## config.mk

```make
export PLATFORM = sky130hd
export DESIGN_NAME = axil_reg_arbiter
export DESIGN_NICKNAME = d
export VERILOG_FILES = /design/src/rtl/axil_reg_pkg.sv /design/src/rtl/rr_arbiter.sv /design/src/rtl/axil_reg_arbiter.sv
export SDC_FILE = /design/constraint.sdc
export NUM_CORES = 1
export LEC_CHECK = 0
export BUFFER_PORTS_ARGS = -buffer_cell sky130_fd_sc_hd__buf_2
export CAP_MARGIN = 10
export CORE_AREA = 4 4 120 122
export DETAILED_ROUTE_END_ITERATION = 12
export DIE_AREA = 0 0 124 126
export GPL_TIMING_DRIVEN = 0
export PLACE_DENSITY = 0.86
export SETUP_SLACK_MARGIN = 0.4
export SLEW_MARGIN = 5
export SYNTH_ARGS = -nofsm -noshare
export SYNTH_HDL_FRONTEND = slang
export SYNTH_SLANG_ARGS = --single-unit
```

## constraint.sdc

```tcl
create_clock -name axil_aclk -period 2.5 [get_ports axil_aclk]
set_input_delay 0.5 -clock axil_aclk [delete_from_list [all_inputs] [get_ports axil_aclk]]
set_output_delay 0.5 -clock axil_aclk [all_outputs]
set_load 0.1 [all_outputs]
```

## src/rtl/axil_reg_pkg.sv

```systemverilog
// Shared definitions for the AXI-Lite register arbiter: FSM states and
// AXI response codes.
package axil_reg_pkg;

  typedef enum logic [2:0] {
    IDLE    = 3'd0,
    WR_REQ  = 3'd1,
    WR_RESP = 3'd2,
    RD_REQ  = 3'd3,
    RD_RESP = 3'd4
  } state_t;

  localparam logic [1:0] RESP_OKAY   = 2'b00;
  localparam logic [1:0] RESP_SLVERR = 2'b10;
  localparam logic [3:0] WSTRB_ALL   = 4'hF;

endpackage

```

## src/rtl/rr_arbiter.sv

```systemverilog
// Round-robin requester selection: the search begins just after the
// previous winner and wraps, yielding a one-hot grant plus its index.
module rr_arbiter #(
  parameter int NUM_REQ = 2,
  parameter int IDX_W   = 1
) (
  input  logic [NUM_REQ-1:0] req,
  input  logic [IDX_W-1:0]   last_grant,
  output logic [NUM_REQ-1:0] grant,
  output logic [IDX_W-1:0]   idx
);

  // Walk every offset once; the first hit after last_grant wins.
  always_comb begin
    logic             found;
    logic             hit;
    logic [IDX_W-1:0] cand;
    grant = '0;
    idx   = '0;
    found = 1'b0;
    hit   = 1'b0;
    cand  = '0;
    for (int off = 1; off <= NUM_REQ; off++) begin
      cand        = IDX_W'((int'(last_grant) + off) % NUM_REQ);
      hit         = req[cand] & ~found;
      grant[cand] = hit;
      idx         = hit ? cand : idx;
      found       = found | hit;
    end
  end

endmodule

```

## src/rtl/axil_reg_arbiter.sv

```systemverilog
// Serialises several register requesters onto a single AXI-Lite master
// with at most one transaction in flight.
module axil_reg_arbiter
  import axil_reg_pkg::*;
#(
  parameter int NUM_REQ = 2,
  parameter int ADDR_W  = 32,
  parameter int DATA_W  = 32
) (
  input  logic                      axil_aclk,
  input  logic                      axil_aresetn,
  input  logic [NUM_REQ-1:0]        req_valid,
  output logic [NUM_REQ-1:0]        req_ready,
  input  logic [NUM_REQ-1:0]        req_we,
  input  logic [NUM_REQ*ADDR_W-1:0] req_addr,
  input  logic [NUM_REQ*DATA_W-1:0] req_wdata,
  output logic [NUM_REQ-1:0]        resp_valid,
  output logic [DATA_W-1:0]         resp_rdata,
  output logic [1:0]                resp_err,
  output logic                      m_axil_awvalid,
  output logic [ADDR_W-1:0]         m_axil_awaddr,
  input  logic                      m_axil_awready,
  output logic                      m_axil_wvalid,
  output logic [DATA_W-1:0]         m_axil_wdata,
  output logic [3:0]                m_axil_wstrb,
  input  logic                      m_axil_wready,
  input  logic                      m_axil_bvalid,
  input  logic [1:0]                m_axil_bresp,
  output logic                      m_axil_bready,
  output logic                      m_axil_arvalid,
  output logic [ADDR_W-1:0]         m_axil_araddr,
  input  logic                      m_axil_arready,
  input  logic                      m_axil_rvalid,
  input  logic [DATA_W-1:0]         m_axil_rdata,
  input  logic [1:0]                m_axil_rresp,
  output logic                      m_axil_rready
);

  localparam int IDX_W = (NUM_REQ > 1) ? $clog2(NUM_REQ) : 1;

  state_t             state;
  logic [IDX_W-1:0]   last_grant;
  logic [IDX_W-1:0]   owner;
  logic [ADDR_W-1:0]  addr_q;
  logic [DATA_W-1:0]  wdata_q;
  logic [NUM_REQ-1:0] grant;
  logic [IDX_W-1:0]   win_idx;

  rr_arbiter #(
    .NUM_REQ (NUM_REQ),
    .IDX_W   (IDX_W)
  ) u_rr (
    .req        (req_valid),
    .last_grant (last_grant),
    .grant      (grant),
    .idx        (win_idx)
  );

  // The grant is combinational so the winner sees req_ready in its request cycle.
  assign req_ready     = (state == IDLE && axil_aresetn) ? grant : '0;
  assign m_axil_awaddr = addr_q;
  assign m_axil_araddr = addr_q;
  assign m_axil_wdata  = wdata_q;
  assign m_axil_wstrb  = WSTRB_ALL;

  // Transaction FSM with all AXI handshake outputs registered.
  always_ff @(posedge axil_aclk or negedge axil_aresetn) begin
    if (!axil_aresetn) begin
      state          <= IDLE;
      last_grant     <= IDX_W'(NUM_REQ - 1);
      owner          <= '0;
      addr_q         <= '0;
      wdata_q        <= '0;
      m_axil_awvalid <= 1'b0;
      m_axil_wvalid  <= 1'b0;
      m_axil_bready  <= 1'b0;
      m_axil_arvalid <= 1'b0;
      m_axil_rready  <= 1'b0;
      resp_valid     <= '0;
      resp_rdata     <= '0;
      resp_err       <= RESP_OKAY;
    end else begin
      resp_valid <= '0;
      case (state)
        IDLE: begin
          if (|req_valid) begin
            last_grant <= win_idx;
            owner      <= win_idx;
            addr_q     <= req_addr[win_idx*ADDR_W +: ADDR_W];
            wdata_q    <= req_wdata[win_idx*DATA_W +: DATA_W];
            if (req_we[win_idx]) begin
              m_axil_awvalid <= 1'b1;
              m_axil_wvalid  <= 1'b1;
              state          <= WR_REQ;
            end else begin
              m_axil_arvalid <= 1'b1;
              state          <= RD_REQ;
            end
          end
        end
        WR_REQ: begin
          if (m_axil_awready) m_axil_awvalid <= 1'b0;
          if (m_axil_wready)  m_axil_wvalid  <= 1'b0;
          // Leave once each channel is either already done or completing now.
          if ((!m_axil_awvalid || m_axil_awready) && (!m_axil_wvalid || m_axil_wready)) begin
            m_axil_bready <= 1'b1;
            state         <= WR_RESP;
          end
        end
        WR_RESP: begin
          if (m_axil_bvalid) begin
            m_axil_bready <= 1'b0;
            resp_valid    <= NUM_REQ'(1) << owner;
            resp_err      <= m_axil_bresp;
            state         <= IDLE;
          end
        end
        RD_REQ: begin
          if (m_axil_arready) begin
            m_axil_arvalid <= 1'b0;
            m_axil_rready  <= 1'b1;
            state          <= RD_RESP;
          end
        end
        RD_RESP: begin
          if (m_axil_rvalid) begin
            m_axil_rready <= 1'b0;
            resp_valid    <= NUM_REQ'(1) << owner;
            resp_rdata    <= m_axil_rdata;
            resp_err      <= m_axil_rresp;
            state         <= IDLE;
          end
        end
        default: begin
          m_axil_awvalid <= 1'b0;
          m_axil_wvalid  <= 1'b0;
          m_axil_bready  <= 1'b0;
          m_axil_arvalid <= 1'b0;
          m_axil_rready  <= 1'b0;
          state          <= IDLE;
        end
      endcase
    end
  end

endmodule

```

After elaboration in Yosys (flattened, before gate mapping)

Index checks and enable logic that the tools add are counted.

Input port bits: 175
Bits in registers: 110
Output and inout bits: 143

Magnitude comparators: 5
Reduce and logical (&&, ||, !) cells: 24
$add $sub $neg: 2
Shift operators: 3
Muxes and demuxes: 43
Eq/ne operators: 13
Bitwise gates (word level): 7

Operator list:

| cell                                                                         | number |
|---|---|
| 64-bit by 7-bit variable part select with 32-bit output                      | 2 |
| 1-bit 2-to-1 mux                                                             | 21 |
| 3-bit 2-to-1 mux                                                             | 5 |
| 1-bit case mux with 3 select lines                                           | 5 |
| 3-bit case mux with 5 select lines                                           | 1 |
| 2-bit != test, second input constant                                         | 7 |
| 2-bit 2-to-1 mux                                                             | 6 |
| 4-bit AND reduction                                                          | 3 |
| 3-bit OR reduction                                                           | 4 |
| 3-bit AND reduction                                                          | 3 |
| 2-bit case mux with 2 select lines                                           | 2 |
| 3-bit by 2-bit equality test with 1-bit output, second input constant        | 2 |
| 1-bit by 2-bit less-than comparator with 1-bit output, second input constant | 3 |
| 1-bit NOT                                                                    | 5 |
| 5-bit AND reduction                                                          | 1 |
| 1-bit logical AND                                                            | 4 |
| 2-bit by 1-bit != test with 1-bit output, second input constant              | 2 |
| 2-bit AND reduction                                                          | 2 |
| 3-bit by 1-bit equality test with 1-bit output, second input constant        | 1 |
| 3-bit equality test, second input constant                                   | 1 |
| 3-bit logical NOT                                                            | 1 |
| 1-bit adder, second input constant                                           | 2 |
| 2-bit AND                                                                    | 1 |
| 2-bit bitwise mux                                                            | 1 |
| other kinds (8)                                                              | 12 |

Logic depth before layout (Yosys ltp)

Depth after elaboration: 11
Gate-level depth with buffers: 7
Gate-level depth less buffers: 3

Cells and area by module

Synthesis repeated with hierarchy kept, for this count alone.

Cells, all modules: 463
Area, all modules: 5,275.1 µm²

By module, submodules not included:

| module           | area an instance (µm²) | times used | cells each |
|---|---|---|---|
| axil_reg_arbiter | 5,248.8                | 1          | 459 |
| rr_arbiter       | 26.3                   | 1          | 4 |

Worst setup path after synthesis

OpenSTA, ideal clock, no wires.

Path type: input to output
Start point: input req_valid[1]
End point: output req_ready[1]
Stages: 4
Slack: -0.064 ns
Arrival time: 2.064 ns
Cell sequence: a21boi_1 -> buf_2 -> buf_2 -> and3_1

Cells in the longest elaborated chain, start to end: 6
Elaborated cells on any way between the ends: 9

RTL lines:

| element                                             | RTL line               | text |
|---|---|---|
| start: declaration                                  | axil_reg_arbiter.sv:12 | `input logic [NUM_REQ-1:0] req_valid,` |
| 1-bit 2-to-1 mux (implied by the code) (2 in a row) | rr_arbiter.sv:25       | `hit = req[cand] & ~found;` |
| 1-bit NOT                                           | rr_arbiter.sv:25       |  |
| 1-bit AND                                           | rr_arbiter.sv:25       |  |
| 2-bit bitwise mux *                                 | rr_arbiter.sv:26       | `grant[cand] = hit;` |
| 2-bit 2-to-1 mux *                                  | axil_reg_arbiter.sv:60 | `assign req_ready = (state == IDLE && axil_aresetn) ? grant : '0;` |
| end: declaration                                    | axil_reg_arbiter.sv:13 | `output logic [NUM_REQ-1:0] req_ready,` |

Mark *: on every way between the ends. The rest lies on a longest branch, timed or not. The select of a mux whose other input is x is not followed.

Worst setup path after layout

Start point: register last_grant
End point: output req_ready[0]

Cells in the longest elaborated chain, start to end: 8
Elaborated cells on any way between the ends: 21

RTL lines:

| element                                                                                                                          | RTL line               | text |
|---|---|---|
| start: declaration                                                                                                               | axil_reg_arbiter.sv:42 | `logic [IDX_W-1:0] last_grant;` |
| start signal: assignment                                                                                                         | axil_reg_arbiter.sv:70 | `last_grant <= IDX_W'(NUM_REQ - 1);` |
| start signal: assignment                                                                                                         | axil_reg_arbiter.sv:87 | `last_grant <= win_idx;` |
| 1-bit adder                                                                                                                      | rr_arbiter.sv:24       | `cand = IDX_W'((int'(last_grant) + off) % NUM_REQ);` |
| 1-bit by 2-bit less-than comparator with 1-bit output (implied by the code) or 1-bit greater-or-equal comparator (tied branches) | rr_arbiter.sv:26       |  |
| 1-bit logical AND (implied by the code)                                                                                          | rr_arbiter.sv:26       |  |
| 1-bit 2-to-1 mux (implied by the code)                                                                                           | rr_arbiter.sv:26       |  |
| 1-bit demux with 1-bit select                                                                                                    | n/a                    |  |
| 2-bit AND (no line)                                                                                                              | n/a                    |  |
| 2-bit bitwise mux *                                                                                                              | rr_arbiter.sv:26       |  |
| 2-bit 2-to-1 mux *                                                                                                               | axil_reg_arbiter.sv:60 |  |

Marks and branches as above.

==> impl_metrics.py <==
metrics = {
    "outcome": {
        "status": "finished, final reports clean",
    },
    "finish": {
        "finalNetCount": 904,
        "diodes": 0,
        "drive_gt1_share_pct": 75.8,
        "areaGrowthSynthToFinish_pct": 41.6,
        "fillers": 1065,
    },
    "logic_synthesis": {
        "synth_edf_count": 0,
        "yosysSeqAreaShare_pct": 50.3,
        "ys_ff_latch": 110,
        "synthArstFlopShare_pct": 100,
        "synth_warnings": 0,
        "synth.distinct_cells": 39,
        "syn-cell-area_sq_um": 5470,
        "syn_area_per_cell_sq_um": 14.0,
        "synthCells": 391,
        "synth_flop_cell": "dfrtp_1",
    },
    "clock_tree": {
        "cts_num_sinks": 110,
        "h-tree-depth": 3,
        "cts_tree": "built",
        "clkLatencyLatePin_ps": 340,
        "cts.path.max_buffers": 2,
        "hold_buffers": 0,
        "cts_made_buffers": 9,
        "path_clk_slew_ps": 70,
        "root_buffer": "clkbuf_16",
    },
    "routing": {
        "wl_mm": 15.9,
        "drt_iter0_markers": 97,
        "num_vias": 4350,
        "routed_via_density": 4.79,
        "drtAntennaViolNets": 0,
        "first_pass_iters": 4,
        "wl_per_cell_microns": 17.5,
        "drc": 0,
    },
    "floorplan": {
        "ios": 318,
        "start_util_pct": 41.5,
        "core_sq_um": 13200,
        "dieWidth_microns": 124,
        "die_area_sq_um": 15600,
        "row_count": 42,
        "die_h_microns": 126,
    },
    "sta": {
        "max_clock_freq_mhz": 454,
        "clock_skew_ps": 7.22,
        "fin_crit_sh_pct": 88.2,
        "worstMarginPinSlew_ps": 552,
        "rsz0062_at_grt": "yes",
        "slew_viol_final": 0,
        "slew_headroom_pct": 63.2,
        "hold_viol": 0,
        "worst_slack_ps": 296,
        "finalSetupViolations": 0,
        "layout_min_cycle_time_ps": 2200,
    },
    "hold_path": {
        "min_path_type": "input pin to async pin",
    },
    "worst_setup_path": {
        "slowest_delay_ps": 550,
        "crit_fanout": 3,
        "r2r-end": "m_axil_araddr[28]",
        "r2r-start": "last_grant",
        "arrival_ps": 1700,
        "r2r_setup_slack_ps": 530,
        "crit_top_cell": "buf_12",
        "cp.required_ps": 2000,
        "start_kind": "flip-flop",
        "path_cells": "a21boi_4 -> buf_8 -> buf_12 -> and4b_4 -> buf_12",
        "end_kind": "output port",
        "crit_type": "flip-flop to output port",
        "slowest_stage": "dfstp_2",
        "r2r_cells": 5,
    },
    "grt": {
        "grt_max_degree": 65,
        "antenna_found_initial": 0,
        "top_usage_layer": "met2",
        "use_met1_pct": 20.9,
        "grt_pass1_vias": 4635,
        "grt_usage_pct": 19.8,
        "grt_use_met2_pct": 36.8,
        "overflow": 0,
        "grt_first_pass_wirelength_mm": 23.7,
        "grt.met3_usage_pct": 6.14,
    },
    "placement": {
        "dpl_worst_slack_ps": -736,
        "dp_hpwl_mm": 12.5,
        "gp_congestion": 0.899,
        "port_buffers": 313,
    },
    "run": {
        "maxCapViolations": 0,
    },
}
-- per-stage QoR --
stage | hold slack [ps] | util, % | TNS, ps | cells | area, sq um
6_report | 61.9 | 58.8 | 0 | 908 | 7750
5_1_grt | 78.4 | 58.8 | 0 | 908 | 7750
4_1_cts | 54.2 | 58.3 | 0 | 904 | 7700
3_5_place_dp | 470 | 55.5 | -5590 | 884 | 7310
3_3_place_gp | 462 | 55.2 | -45920 | 883 | 7280
2_1_floorplan | 204 | - | 0 | 394 | 5490
-- synthesized netlist by cell type (all sizes together) (2+ instances only) --
| master | number | area, sq um |
|---|---|---|
| nor2b | 3 | 18.8 |
| a31oi | 2 | 12.5 |
| nor2 | 3 | 11.3 |
| buf | 49 | 367 |
| o21ai | 3 | 15.0 |
| mux2 | 165 | 1960 |
| and3 | 2 | 12.5 |
| clkbuf | 10 | 38.8 |
| a22o | 2 | 17.5 |
| nand2b | 3 | 18.8 |
| and2 | 3 | 18.8 |
| inv | 3 | 11.3 |
| dfrtp | 109 | 2730 |
| nor3 | 3 | 20.0 |
| a21oi | 5 | 25.0 |
| o22ai | 2 | 12.5 |
| nand3b | 4 | 30.0 |
| nand2 | 5 | 18.8 |
-- critical path: cells and delay by family, from the launching register on --
kind	cells	cell delay, ps
flip-flops	1	550
buffers and inverters	3	420
AND/OR/NAND/NOR	1	330
AO/OA/AOI/OAI	1	60
-- area by class of cell --
type                    count  area (sq um)  share of cell area (%)
plain buffers              59           430                    5.55
clock buffers              12           246                    3.18
clock inverters             2          10.0                   0.129
inverters                   3          11.3                   0.145
multi-input cells         222          2340                    30.2
flip-flops and latches    110          2750                    35.5
well taps                 176           220                    2.84
repair buffers            324          1740                    22.4
-- registers in the layout, summed over array words and instances, names as in the netlist --
register and flops:
m_axil_rready 1, m_axil_araddr 32, resp_err 2, m_axil_arvalid 1, m_axil_bready 1, m_axil_awvalid 1
m_axil_wvalid 1, state 3, resp_valid 2, owner 1, resp_rdata 32, m_axil_wdata 32
last_grant 1
-- cell usage in the layout (no fill, tap or decap), types with 3 or more instances in the layout --
cell type	instances
a21oi_1	5
and2_1	3
buf_12	4
buf_2	316
buf_4	44
buf_6	5
clkbuf_1	11
clkbuf_16	10
conb_1	4
dfrtp_1	109
inv_1	3
mux2_2	136
mux2_4	27
nand2_1	5
nand2b_1	3
nand3b_1	4
nor2_1	3
nor2b_1	3
o21ai_0	3
-- kinds of logic after synthesis --
family	count (synthesis)	synth area share [%]
other	1	0.0685
buffers and inverters	62	7.61
AND/OR/NAND/NOR	31	3.43
multiplexers	166	36.0
flip-flops	110	50.3
AO/OA/AOI/OAI	21	2.61
-- worst max path at each step --
stage | startpoint | to | slack (ps) | depth (start not counted)
2_1_floorplan | req_valid[1] | req_ready[1] | 350 | 4
3_3_place_gp | axil_aresetn | req_ready[1] | -1310 | 3
3_5_place_dp | req_valid[1] | req_ready[1] | -740 | 6
4_1_cts | last_grant | req_ready[0] | 270 | 5
5_1_grt | last_grant | req_ready[0] | 250 | 5
6_report | last_grant | req_ready[0] | 300 | 5
-- timing repair --
item,4_1_cts,5_1_grt
pin swaps,1,1
setup buffers,6,3
setup endpoints to repair,70,29
gates resized for setup,17,2
cloned,0,1
-- metal layers --
layer,wire length [microns],part of all wire (%),vias to the layer above
li1,-,-,2024
met1,5720,36,2100
met2,8410,53,208
met3,1490,9.4,18
met4,257,1.6,0
met5,0,0,-
Power is not shown: default switching activity piles up to over one toggle a cycle in this logic, so the estimate is an artifact.
